--- config.mk ---
export PLATFORM = sky130hd
export DESIGN_NAME = wb_stream_writer_fifo
export DESIGN_NICKNAME = d
export VERILOG_FILES = /design/src/rtl/wb_stream_writer_fifo.sv
export SDC_FILE = /design/constraint.sdc
export NUM_CORES = 1
export LEC_CHECK = 0
export BUFFER_PORTS_ARGS = -buffer_cell sky130_fd_sc_hd__clkbuf_2
export CAP_MARGIN = 20
export CORE_ASPECT_RATIO = 0.8
export CORE_MARGIN = 1.5
export CORE_UTILIZATION = 50
export CTS_CLUSTER_DIAMETER = 60
export DETAILED_ROUTE_END_ITERATION = 8
export GPL_TIMING_DRIVEN = 0
export PLACE_DENSITY_LB_ADDON = 0.05
export SETUP_SLACK_MARGIN = 0.15
export SYNTH_ARGS = -nofsm -noshare
export SYNTH_HDL_FRONTEND = slang
export SYNTH_SLANG_ARGS = --single-unit
--- constraint.sdc ---
create_clock -name wb_clk_i -period 5.14 [get_ports wb_clk_i]
set_clock_uncertainty 0.1 [all_clocks]
set_input_delay 0.771 -clock wb_clk_i [delete_from_list [all_inputs] [get_ports wb_clk_i]]
set_output_delay 0.771 -clock wb_clk_i [all_outputs]
set_load 0.005 [all_outputs]
--- src/rtl/wb_stream_writer_fifo.sv ---
// First-word-fall-through stream buffer feeding the Wishbone stream write controller.
// Exact registered occupancy count, registered ready, sticky underflow and synchronous flush.
module wb_stream_writer_fifo #(
   parameter int DW      = 32,
   parameter int FIFO_AW = 4
) (
   input  logic               wb_clk_i,
   input  logic               wb_rst_i,
   input  logic [DW-1:0]      stream_s_data_i,
   input  logic               stream_s_valid_i,
   output logic               stream_s_ready_o,
   output logic [DW-1:0]      fifo_d,
   output logic               fifo_dv,
   output logic [FIFO_AW:0]   fifo_cnt,
   input  logic               fifo_rd,
   input  logic               clear,
   output logic               underflow_o
);

   generate
      if (FIFO_AW < 1) begin : g_bad_fifo_aw
         $error("wb_stream_writer_fifo: FIFO_AW must be >= 1");
      end
   endgenerate

   localparam int               DEPTH     = 2**FIFO_AW;
   localparam logic [FIFO_AW:0] DEPTH_CNT = DEPTH[FIFO_AW:0];
   localparam logic [FIFO_AW:0] ONE       = {{FIFO_AW{1'b0}}, 1'b1};

   logic [DW-1:0]    mem [DEPTH];
   logic [FIFO_AW:0] wr_ptr;
   logic [FIFO_AW:0] rd_ptr;
   logic [FIFO_AW:0] cnt;
   logic [FIFO_AW:0] next_cnt;
   logic             push;
   logic             pop;

   assign push     = stream_s_valid_i & stream_s_ready_o;
   assign pop      = fifo_rd & fifo_dv;
   // Pointers differing in any bit (MSB included) means non-empty; always equal to cnt != 0.
   assign fifo_dv  = (wr_ptr != rd_ptr);
   assign fifo_d   = mem[rd_ptr[FIFO_AW-1:0]];
   assign fifo_cnt = cnt;

   // NOTE: every path through a combinational block assigns its outputs first, so no latch is inferred.
   always_comb begin
      next_cnt = cnt;
      case ({push, pop})
         2'b10:   next_cnt = cnt + ONE;
         2'b01:   next_cnt = cnt - ONE;
         default: next_cnt = cnt;
      endcase
   end

   // NOTE: sequential state uses non-blocking assignments so all registers update from pre-edge values.
   always_ff @(posedge wb_clk_i) begin
      if (wb_rst_i) begin
         wr_ptr           <= '0;
         rd_ptr           <= '0;
         cnt              <= '0;
         stream_s_ready_o <= 1'b0;
         underflow_o      <= 1'b0;
      end else if (clear) begin
         wr_ptr           <= '0;
         rd_ptr           <= '0;
         cnt              <= '0;
         stream_s_ready_o <= 1'b1;
         underflow_o      <= 1'b0;
      end else begin
         if (push) wr_ptr <= wr_ptr + ONE;
         if (pop)  rd_ptr <= rd_ptr + ONE;
         cnt              <= next_cnt;
         stream_s_ready_o <= (next_cnt < DEPTH_CNT);
         if (fifo_rd && !fifo_dv) underflow_o <= 1'b1;
      end
   end

   // NOTE: the storage array has no reset; contents are only observable once the pointers say they are valid.
   always_ff @(posedge wb_clk_i) begin
      if (push && !clear && !wb_rst_i) mem[wr_ptr[FIFO_AW-1:0]] <= stream_s_data_i;
   end

endmodule

==> results of run 1 <==
[through the flow]
stage | cell area [um^2] | worst slack [ns]
finish | 23700 | 1.32
global route | 23700 | 1.18
CTS | 23700 | 1.24
detailed placement | 22100 | 1.55
global placement | 21500 | -2.21
floorplan | 20400 | 1.04
[sequential cells by signal (all words and copies together), names as in the netlist, named ones only]
register,count
rd_ptr,5
mem,512
stream_s_ready_o,1
fifo_cnt,5
underflow_o,1
wr_ptr,5
[per-layer routing]
layer / vias to the layer above / share of wire
met1: 5010 / 0.42
met3: 64 / 0.058
met5: - / 0
met2: 320 / 0.50
li1: 3969 / -
met4: 0 / 0.016
[where the power goes]
group / total, mW / internal [mW] / leakage [nW] / switching [mW]
sequential: 4.77 / 4.76 / 4.77 / 0.00371
clock: 3.61 / 2.04 / 0.780 / 1.57
combinational: 0.149 / 0.0528 / 1.85 / 0.0958
total: 8.52 / 6.86 / 7.41 / 1.66
[final timing paths]
kind	from	end	cells past startpoint
worst max-delay path	flop	fifo_d[4]	5
worst min-delay path	wb_rst_i	stream_s_ready_o$_SDFF_PP0_	2
worst max register to register	wr_ptr[3]$_SDFFE_PP0P_	stream_s_ready_o$_SDFF_PP0_	14
worst min register to register	underflow_o$_SDFFE_PP0P_	underflow_o$_SDFFE_PP0P_	2
[cell type report]
| class | instances | share of cell area |
|---|---|---|
| antenna | 1 | 0.000106 |
| buffer | 42 | 0.0130 |
| clock buffer | 65 | 0.0579 |
| clock inverter | 30 | 0.00983 |
| inverter | 7 | 0.00111 |
| multi-input combinational | 270 | 0.186 |
| sequential | 533 | 0.667 |
| tap | 544 | 0.0287 |
| timing repair buffer | 104 | 0.0360 |
[cells in the final DEF (no fill, tap or decap), types with 5 or more instances in the layout]
master,synthesis,layout
a21oi_1,7,7
buf_12,0,8
buf_2,18,18
buf_6,14,24
buf_8,0,6
clkbuf_1,6,18
clkbuf_16,0,53
clkbuf_2,0,76
clkinv_1,0,14
clkinv_2,0,7
dfxtp_1,21,21
edfxtp_1,512,512
ha_1,9,9
inv_1,7,7
mux4_1,6,6
mux4_2,154,154
nand2_1,8,8
nand2b_1,5,5
nand3_1,9,9
nor2_1,26,14
nor2_4,0,12
o21ai_0,7,7
xnor2_1,6,6
xor2_1,8,8
[cells by family (layout without fill, tap and decap cells)]
logic type / after synthesis / after routing / share of synthesized area
flip-flops: 533 / 533 / 0.773
multiplexers: 161 / 161 / 0.178
AND/OR/NAND/NOR: 64 / 64 / 0.0148
buffers and inverters: 49 / 248 / 0.0164
AO/OA/AOI/OAI: 22 / 22 / 0.00637
XOR/XNOR: 14 / 14 / 0.00600
adder cells (fa/ha/maj): 9 / 9 / 0.00551
other: 0 / 1 / 0
[worst reg2reg max path: cells and delay by family (launching register included)]
kind | cells | cell delay (ns)
xor gates and xnor gates | 2 | 0.30
DFF | 1 | 0.30
adders and majority gates | 2 | 0.42
buffers and inverters | 3 | 0.56
and+or+nand+nor | 3 | 0.38
AOI/OAI and AO/OA | 4 | 1.35
==> flow_summary.yaml, run 1 <==
run_status:
  status: "complete, no violations"
global_routing:
  antenna_found_initial: 1
  grtUsageMet2: 0.370
  overflow: 0
  use_met3: 0.0372
  grtUsageTotal: 0.218
  met1_usage: 0.300
  grt_max_degree: 21
  grt_pass1_vias: 9760
  busiest_layer: "met2"
  grt_pass1_wl_um: 65000
power_and_ir_drop:
  p_leak_nw: 7.41
  p_per_area_nw_per_um2: 360
  vdd_ir_drop_max_v: 0.000259
  fin_total_pwr_mw: 8.52
job:
  maxCapViolCount: 0
synth:
  syn_inst: 852
  synth_seq_cells: 533
  synth_top_area_share: 0.752
  ys_warn_count: 0
  yosysSeqAreaShare: 0.773
  synth_commonest_cells: "edfxtp_1 (512), mux4_2 (154), nor2_1 (26), dfxtp_1 (21), buf_2 (18)"
  synth_edf_count: 512
  ys.flop_type: "edfxtp_1"
  syn_nets: 898
  synthMostInstantiatedCell: "edfxtp_1"
  synth_area_um2: 20400
  synth_top_cell_by_area: "edfxtp_1"
  yosys-top-cells-area: "edfxtp_1 (75%), mux4_2 (17%), dfxtp_1 (2.1%)"
  synth.avg_cell_area_um2: 24.0
  synthArstFlopShare: 0
  synth_cell_types: 37
final_layout:
  drive_gt1_frac: 0.362
  fin_util: 0.585
  regArea_um2: 15800
  area_growth_pct: 15.9
  multi_input_area_um2: 4410
  nets: 1056
  fill_cells: 2868
  final_cells: 1596
detailed_routing:
  vias: 9363
  drc: 0
  drtAntennaViolNets: 0
  viasPerCell: 5.87
  wl_um: 44900
  drt_iter0_drc: 860
  wl_per_cell_um: 28.1
  dr.pass1.iters: 4
timing:
  clock.fmax_ghz: 0.262
  period_share: 0.744
  max-slew-margin-rel: 0.348
  worstMarginPinSlew_ns: 0.973
  hold_violations: 0
  slew_violations: 0
  finalSetupTns_ns: 0
  min_period_ns: 3.82
  hold_ws_ns: 0.294
  rsz0062_at_grt: "false"
  setup_viol: 0
setup_path:
  critical_path_class: "flop to primary output"
  path_buf_inv: 3
  critPathMaxFanout: 10
  cp_cell_sequence: "clkbuf_1, buf_2, mux4_2, mux4_2, clkbuf_2"
  crit_required_ns: 4.27
  critical-path-max-stage-delay_ns: 0.53
  arrival_ns: 2.95
  crit_slowest_cell: "clkbuf_1"
  path_delay_family: "buffers and inverters"
  crit_path_frequent_cell: "mux4_2"
  r2r_slack_ns: 1.64
  critPathLaunchType: "flop"
  cp-end-kind: "primary output"
floorplan:
  die_h_um: 184
  ios: 77
  design.die.area_um2: 42100
  die_x_um: 229
  rows: 66
  initial_core_util: 0.505
  core-area_um2: 40500
cts:
  cts_resized: 0
  clock_latency_ns: 0.58
  ctsHoldBuffers: 0
  numCtsBuffers: 52
  clk_path_buf_depth: 3
  cts-root-buf: "clkbuf_16"
  cts.sinks: 533
  clkTransAtPathRegs_ns: 0.06
  h-tree-depth: 2
  cts_tree: "done"
  cts_setup_buffers: 0
min_path:
  holdCritPathClass: "input port to flop"
place:
  port_buffers: 76
  gp_congestion: 0.729
  dpl.hpwl_um: 27900
  dp.cells: 1500
Note: power is estimated with default switching activity, not from simulation.
==> run 2: changes to the inputs <==
--- a/config.mk
+++ b/config.mk
@@ -5,6 +5,7 @@
 export SDC_FILE = /design/constraint.sdc
 export NUM_CORES = 1
 export LEC_CHECK = 0
+export ABC_AREA = 1
 export BUFFER_PORTS_ARGS = -buffer_cell sky130_fd_sc_hd__clkbuf_2
 export CAP_MARGIN = 20
 export CORE_ASPECT_RATIO = 0.8
==> constraint.sdc (replaced) <==
create_clock -name wb_clk_i -period 3.6 [get_ports wb_clk_i]
set_clock_uncertainty 0.1 [all_clocks]
set_input_delay 0.54 -clock wb_clk_i [delete_from_list [all_inputs] [get_ports wb_clk_i]]
set_output_delay 0.54 -clock wb_clk_i [all_outputs]
set_load 0.005 [all_outputs]
==> flow_summary.yaml, run 2 <==
cts:
  cts_setup_buffers: 0
  h-tree-depth: 2
  clock_latency_ns: 0.62
  numCtsBuffers: 53
  clk_path_buf_depth: 3
  clkTransAtPathRegs_ns: 0.06
  cts_tree: "done"
  cts.sinks: 533
  cts-root-buf: "clkbuf_16"
power_and_ir_drop:
  pwr-share-clk: 0.417
  p_per_area_nw_per_um2: 494
  seqPwrFrac: 0.543
  power_switching_share: 0.213
  switchingPower_mw: 2.68
  p_leak_nw: 9.21
  intPower_mw: 9.87
  vdd_ir_drop_max_v: 0.000400
  power_frac_comb: 0.039
timing:
  max-slew-margin-rel: 0.303
  period_share: 0.947
  setup_viol: 0
  min_period_ns: 3.41
  hold_ws_ns: 0.0951
  clock.fmax_ghz: 0.293
  hold_violations: 0
  rsz0062_at_grt: "true"
  worstMarginPinSlew_ns: 1.04
  slew_violations: 0
  finalSetupTns_ns: 0
  setup_slack_ns: 0.191
setup_path:
  r2r_end: "fifo_cnt[4]$_SDFF_PP0_"
  rr_startpoint: "wr_ptr[1]$_SDFFE_PP0P_"
  crit_required_ns: 2.96
  cp-end-kind: "primary output"
  r2r_slack_ns: 1.00
  critPathMaxFanout: 10
  arrival_ns: 2.77
  critical_path_class: "flop to primary output"
  rr_worst_depth: 19
  critPathLaunchType: "flop"
floorplan:
  die_x_um: 238
  core-area_um2: 43300
  design.die.area_um2: 45400
  rows: 68
  die_h_um: 191
  initial_core_util: 0.509
  ios: 77
global_routing:
  grtUsageTotal: 0.293
  antenna_found_initial: 0
  overflow: 0
  grt_max_degree: 22
  grt_pass1_wl_um: 93900
  grt_pass1_vias: 13600
synth:
  synth_area_um2: 22100
  yosysSeqAreaShare: 0.716
  ys_warn_count: 0
  synth_edf_count: 512
  ys.flop_type: "edfxtp_1"
  synth_commonest_cells: "edfxtp_1 (512), inv_1 (282), nand3_1 (205), nand2_1 (200), a21oi_1 (138)"
  synthArstFlopShare: 0
  synth.avg_cell_area_um2: 12.3
  synth_top_area_share: 0.697
  synthMostInstantiatedCell: "edfxtp_1"
  synth_cell_types: 27
  yosys-top-cells-area: "edfxtp_1 (70%), inv_1 (4.8%), nand3_1 (4.7%)"
  syn_inst: 1788
  synth_top_cell_by_area: "edfxtp_1"
  syn_nets: 1834
  synth_seq_cells: 533
place:
  port_buffers: 76
  place_area_um2: 23800
  dp.cells: 2465
  gp_congestion: 0.833
  dpl.hpwl_um: 42000
  dpl_worst_slack_ns: 0.105
detailed_routing:
  drc: 0
  dr.pass1.iters: 5
  wl_um: 65300
  viasPerCell: 5.68
  wl_per_cell_um: 25.5
  drtAntennaViolNets: 0
  vias: 14500
  drt_iter0_drc: 1691
run_status:
  status: "complete, no violations"
final_layout:
  antenna_cells: 0
  final_cells: 2558
  largest_register_ffs: 512
  drive_gt1_frac: 0.142
  final_common_cell: "edfxtp_1"
  nets: 2007
  fin_area_um2: 25400
  mostFrequentLayoutCells: "edfxtp_1 (512), inv_1 (282), nand3_1 (205)"
  area_growth_pct: 15.2
min_path:
  holdCritPathClass: "input port to flop"
  holdPathStages: 4
  worst_hold_path.endpoint: "fifo_cnt[4]$_SDFF_PP0_"
  hold_start: "clear"
job:
  maxCapViolCount: 0
run 2: changes by cell type in the layout (fill, tap and decap cells not counted), sizes merged, moves of 132 or more:
cell	previous run	this run
a21oi	7	139
mux4	160	0
nand2	8	201
nand3	9	206
inv	11	285
run 2: worst max-delay path by stage:
stage                     startpoint                    end  slack, ns  cells after the start
final                           flop             fifo_d[10]       0.19                      6
after global routing            flop             fifo_d[10]       0.15                      6
after CTS                       flop             fifo_d[13]       0.16                      7
after detailed placement    wb_rst_i   mem[6][24]$_DFFE_PP_       0.11                      8
after global placement         clear  mem[14][23]$_DFFE_PP_      -4.20                      5
after floorplan                clear   mem[10][0]$_DFFE_PP_      -0.40                      4
run 2: cell families after synthesis:
group                      after synthesis  synth area share
and+or+nand+nor                        446            0.0884
buffers and inverters                  390            0.0817
xor gates and xnor gates                 6           0.00238
adders and majority gates                9           0.00510
DFF                                    533             0.716
AOI/OAI and AO/OA                      404             0.107
run 2: power groups by stage:
stage          sequential (mW)  combinational, mW  clock [mW]
2_1_floorplan             6.95              0.240           0
3_3_place_gp              6.95              0.477           0
3_5_place_dp              6.95              0.490           0
4_1_cts                   6.82              0.492        5.28
5_1_grt                   6.81              0.539        5.52
6_report                  6.82              0.494        5.23
run 2: per-stage QoR:
stage	total power, mW	util
CTS	12.6	0.586
detailed placement	7.44	0.549
global route	12.9	0.587
finish	12.5	0.587
global placement	7.43	0.534
floorplan	7.19	-
run 2: timing repair:
action	in CTS	in global routing
hold buffers	1	0
gates cloned	0	0
pin swaps	0	0
setup endpoints to repair	27	26
endpoints found under the hold margin	2	0
gates resized for setup	6	15
run 2: final cells by class:
class	count	area [um^2]
fillers	3470	17900
flip-flops and latches	533	15800
multi-input cells	865	4570
clock buffers	70	1430
inverters	284	1070
repair buffers	118	938
plain buffers	106	758
well taps	560	701
clock inverters	22	148
run 2: routing by layer:
layer | share of wire | track usage
met5 | 0 | 0
met4 | 0.020 | 0.0762
met1 | 0.44 | 0.434
met3 | 0.086 | 0.0479
met2 | 0.45 | 0.451
run 2: worst max-delay path, cell delays in order, from the launching register on:
cell and delay (ns):
dfxtp_1 0.37, clkbuf_1 0.62, clkdlybuf4s15_2 0.57, nand3_1 0.17, nand3_1 0.11, nand2_1 0.15
clkbuf_2 0.15
